`src/rtl/lms_pkg.sv`:
```
// Shared types and default constants for the LMS per-sample sequencer.
package lms_pkg;

  typedef enum logic [2:0] {
    IDLE,
    LOAD,
    MAC,
    DRAIN,
    ERR,
    UPD,
    DONE
  } state_t;

  localparam int DEF_TAPS    = 8;
  localparam int DEF_ADDR_W  = 3;
  localparam int DEF_MAC_LAT = 2;
  localparam int DEF_OVR_W   = 8;

endpackage

```
`src/rtl/lms_ovr_monitor.sv`:
```
// Sticky overrun flag plus saturating event counter, with a clear that
// outranks a same-cycle event.
module lms_ovr_monitor #(
  parameter int OVR_W = 8
) (
  input  logic             clk,
  input  logic             reset,
  input  logic             ovr_event,
  input  logic             ovr_clr,
  output logic             overrun,
  output logic [OVR_W-1:0] ovr_count
);

  localparam logic [OVR_W-1:0] CNT_MAX = {OVR_W{1'b1}};

  // NOTE: registers update with <= so every flop samples pre-edge values.
  always_ff @(posedge clk) begin
    if (!reset) begin
      overrun   <= 1'b0;
      ovr_count <= '0;
    end else if (ovr_clr) begin
      overrun   <= 1'b0;
      ovr_count <= '0;
    end else if (ovr_event) begin
      overrun <= 1'b1;
      if (ovr_count != CNT_MAX) ovr_count <= ovr_count + 1'b1;
    end
  end

endmodule

```
`src/rtl/lms_sequencer.sv`:
```
// Per-sample controller for the LMS filter: load, MAC sweep, MAC drain,
// error latch and optional weight-update sweep, with overrun detection.
module lms_sequencer
  import lms_pkg::*;
#(
  parameter int TAPS    = DEF_TAPS,
  parameter int ADDR_W  = DEF_ADDR_W,
  parameter int MAC_LAT = DEF_MAC_LAT,
  parameter int OVR_W   = DEF_OVR_W
) (
  input  logic              clk,
  input  logic              reset,
  input  logic              sample_valid,
  output logic              sample_ready,
  input  logic              adapt_en,
  input  logic              ovr_clr,
  output logic              mem_en,
  output logic [ADDR_W-1:0] tap_addr,
  output logic              mac_clr,
  output logic              mac_en,
  output logic              err_en,
  output logic              upd_en,
  output logic              busy,
  output logic              done,
  output logic              overrun,
  output logic [OVR_W-1:0]  ovr_count
);

  localparam int DRN_W = (MAC_LAT > 1) ? $clog2(MAC_LAT) : 1;
  localparam logic [ADDR_W-1:0] TAP_LAST = ADDR_W'(TAPS - 1);
  localparam logic [DRN_W-1:0]  DRN_LAST = DRN_W'((MAC_LAT > 0) ? MAC_LAT - 1 : 0);

  state_t            state, state_n;
  logic [ADDR_W-1:0] tap_cnt, tap_cnt_n;
  logic [DRN_W-1:0]  drn_cnt, drn_cnt_n;

  always_ff @(posedge clk) begin
    if (!reset) begin
      state   <= IDLE;
      tap_cnt <= '0;
      drn_cnt <= '0;
    end else begin
      state   <= state_n;
      tap_cnt <= tap_cnt_n;
      drn_cnt <= drn_cnt_n;
    end
  end

  // NOTE: every output of this block gets a default first, so no latches.
  always_comb begin
    state_n      = state;
    tap_cnt_n    = tap_cnt;
    drn_cnt_n    = drn_cnt;
    sample_ready = 1'b0;
    mem_en       = 1'b0;
    tap_addr     = '0;
    mac_clr      = 1'b0;
    mac_en       = 1'b0;
    err_en       = 1'b0;
    upd_en       = 1'b0;
    busy         = 1'b1;
    done         = 1'b0;

    unique case (state)
      IDLE: begin
        sample_ready = 1'b1;
        busy         = 1'b0;
        if (sample_valid) state_n = LOAD;
      end
      LOAD: begin
        mem_en  = 1'b1;
        state_n = MAC;
      end
      MAC: begin
        mac_en   = 1'b1;
        mac_clr  = (tap_cnt == '0);
        tap_addr = tap_cnt;
        if (tap_cnt == TAP_LAST) begin
          tap_cnt_n = '0;
          state_n   = (MAC_LAT > 0) ? DRAIN : ERR;
        end else begin
          tap_cnt_n = tap_cnt + 1'b1;
        end
      end
      DRAIN: begin
        if (drn_cnt == DRN_LAST) begin
          drn_cnt_n = '0;
          state_n   = ERR;
        end else begin
          drn_cnt_n = drn_cnt + 1'b1;
        end
      end
      ERR: begin
        err_en  = 1'b1;
        state_n = adapt_en ? UPD : DONE;
      end
      UPD: begin
        upd_en   = 1'b1;
        tap_addr = tap_cnt;
        if (tap_cnt == TAP_LAST) begin
          tap_cnt_n = '0;
          state_n   = DONE;
        end else begin
          tap_cnt_n = tap_cnt + 1'b1;
        end
      end
      DONE: begin
        done    = 1'b1;
        state_n = IDLE;
      end
      default: state_n = IDLE;
    endcase
  end

  lms_ovr_monitor #(.OVR_W(OVR_W)) u_ovr (
    .clk       (clk),
    .reset     (reset),
    .ovr_event (sample_valid & ~sample_ready),
    .ovr_clr   (ovr_clr),
    .overrun   (overrun),
    .ovr_count (ovr_count)
  );

endmodule

```
`config.mk`:
```
export PLATFORM = sky130hd
export DESIGN_NAME = lms_sequencer
export DESIGN_NICKNAME = d
export VERILOG_FILES = /design/src/rtl/lms_pkg.sv /design/src/rtl/lms_ovr_monitor.sv /design/src/rtl/lms_sequencer.sv
export SDC_FILE = /design/constraint.sdc
export NUM_CORES = 1
export LEC_CHECK = 0
export CAP_MARGIN = 20
export CORE_MARGIN = 2
export CORE_UTILIZATION = 50
export DETAILED_ROUTE_END_ITERATION = 7
export PLACE_DENSITY = 0.83
export REMOVE_ABC_BUFFERS = 1
export SYNTH_ARGS = -nofsm -noshare
export SYNTH_HDL_FRONTEND = slang
export SYNTH_SLANG_ARGS = --single-unit
```
`constraint.sdc`:
```
create_clock -name clk -period 2.6 [get_ports clk]
set_input_delay 0.52 -clock clk [delete_from_list [all_inputs] [get_ports clk]]
set_output_delay 0.52 -clock clk [all_outputs]
set_load 0.03 [all_outputs]
```
==> flow_metrics.tcl <==
set metrics [dict create \
    status "complete, no violations" \
    fillerInstances 155 \
    layout.nets 141 \
    core_region_area_um2 1730 \
    setup_viol 0 \
    p_leak_nw 0.488 \
    synth_seq_cells 16 \
    grt_pass1_wl_um 2970 \
    critPathKind "flop to output port" \
    synth_top_flop_cell "dfxtp_1" \
    port_buffers 24 \
    cp_max_fo 3 \
    postRouteAntennaNets 0 \
    vias_per_cell 5.38 \
    place_congestion 0.729 \
    seqCellArea_um2 320 \
    finalMaxSlewViolations 0 \
    min_path_type "flop to flop" \
    hold_viol 0 \
    htree_num_levels 1 \
    dp_hpwl_um 1350 \
    start_util 0.530 \
    worst_pin_slew_ps 509 \
    die_y_um 46.8 \
    max_freq_mhz 396 \
    grt_start_max_net_pins 18 \
    clockRootBuffer "clkbuf_4" \
    arrival_ps 2010 \
    yosysTopAreaCell "dfxtp_1" \
    syn_area_per_cell_um2 8.72 \
    period_share 0.972 \
    crit_path_end_kind "output port" \
    slew-limit-headroom 0.658 \
    period_needed_ps 2530 \
    io_pins 25 \
    synthArstFlopShare 0 \
    drv_cap 0 \
    row_count 15 \
    setup_tns_ps 0 \
    rsz0062_at_grt "no" \
    cts.clk_slew.worst_paths_ps 90 \
    clock_skew_ps 3.67 \
    synth_edf_count 0 \
    drt-pass1-iter-count 7 \
    power_density_nw_per_um2 454 \
    dieArea_um2 2190 \
    start_kind "flop" \
    cts.path.max_buffers 2 \
    synth_common_cells "16 x dfxtp_1, 15 x nor2_1" \
    cts_num_sinks 16 \
    die_x_um 46.8 \
    cts_tree "yes" \
    synth_most_common_cell "dfxtp_1" \
    synth_cells 105 \
    required_ps 2080 \
    cts_buffers 3 \
    wl_um 1830 \
    antenna_found_initial 0 \
    first_iter_violations 13 \
    yosysWarnings 0 \
    vias 839 \
    yosys.area.top_type_share 0.350 \
    wire_per_inst_um 11.7 \
    synth_area_um2 916 \
    grt_pass1_vias 750 \
    multi_input_area_um2 558 \
    power_mw 0.553 \
    synth_cell_types 38 \
    route.detailed.drc 0 \
    ir_drop_mv 0.381 \
    overflow 0 \
    clk_latency_ps 290 \
    antenna-diode-count 0 \
    area_growth_pct 32.9 \
    synth_area_leaders "dfxtp_1 35%, nor2_1 6.1%, ha_1 5.5%" \
    drive_gt1_frac 0.122 \
    yosysSeqAreaShare 0.350 \
    track_usage 0.188 \
]
final timing paths:
check	depth (start not counted)	slack, ps	to	from
worst max-delay path	3	70	mac_clr	state[1]
worst min-delay path	2	500	u_ovr.overrun	u_ovr.overrun
worst max register to register	5	770	u_ovr.ovr_count[7]	u_ovr.ovr_count[0]
worst min register to register	2	500	u_ovr.overrun	u_ovr.overrun
worst max-delay path, cell delays in order, from the launching register on:
cell,delay (ps)
dfxtp_1,340
or3b_2,480
nor3b_1,210
clkdlybuf4s50_1,690
metal layers:
layer | global-route usage | up-vias | part of all wire
met5 | 0 | - | 0
met4 | 0.0833 | 0 | 0.010
met3 | 0.0231 | 2 | 0.042
met2 | 0.353 | 21 | 0.49
met1 | 0.209 | 387 | 0.46
li1 | - | 429 | -
layout make-up:
class,count,share of cell area
Clock buffer,4,0.0298
Sequential cell,16,0.263
Inverter,4,0.0123
Timing Repair Buffer,27,0.211
Tap cell,25,0.0257
Multi-Input combinational cell,80,0.458
layout by cell type (no fill, tap or decap), drive strengths merged, types with 3 or more instances in the layout:
cell,Yosys,layout
nor2,15,15
and2,5,5
buf,1,5
nand3,5,5
clkdlybuf4s50,0,21
inv,4,4
mux2i,5,5
xor2,5,5
ha,4,4
o31ai,3,3
nor2b,3,3
dfxtp,16,16
o21ai,3,3
nand2,4,4
clkbuf,4,4
nor3b,4,4
timing repair:
action | in CTS | in global routing
hold buffers | 0 | 0
resized for setup | 1 | 0
setup buffers | 0 | 0
endpoints found under the setup margin | 1 | 0
kinds of logic (layout without fill, tap and decap cells):
logic type,count (synthesis),in the layout,synth area share
buffers and inverters,9,35,0.0410
adders and majority gates,4,4,0.0546
and+or+nand+nor,48,48,0.298
AOI/OAI and AO/OA,17,17,0.145
muxes,5,5,0.0546
xor gates and xnor gates,6,6,0.0574
DFF,16,16,0.350
through the flow:
stage / cell area, µm² / hold WS (ps) / setup slack (ps) / util / cells
after floorplan: 893 / 520 / 231 / - / 100
after global placement: 1180 / 461 / 337 / 0.685 / 152
after detailed placement: 1180 / 468 / 305 / 0.685 / 152
after CTS: 1220 / 511 / 58.9 / 0.705 / 156
after global routing: 1220 / 536 / 4.50 / 0.705 / 156
final: 1220 / 496 / 73.3 / 0.705 / 156
registers in the layout, summed over array words and instances, names as in the netlist:
signal           count
drn_cnt              1
state                3
tap_cnt              3
u_ovr.overrun        1
u_ovr.ovr_count      8
where the power goes:
group / leakage [nW] / switching [mW] / internal (mW)
combinational: 0.337 / 0.0714 / 0.0591
sequential: 0.130 / 0.00633 / 0.253
clock: 0.0210 / 0.0778 / 0.0853
(Power assumes the default switching activity.)
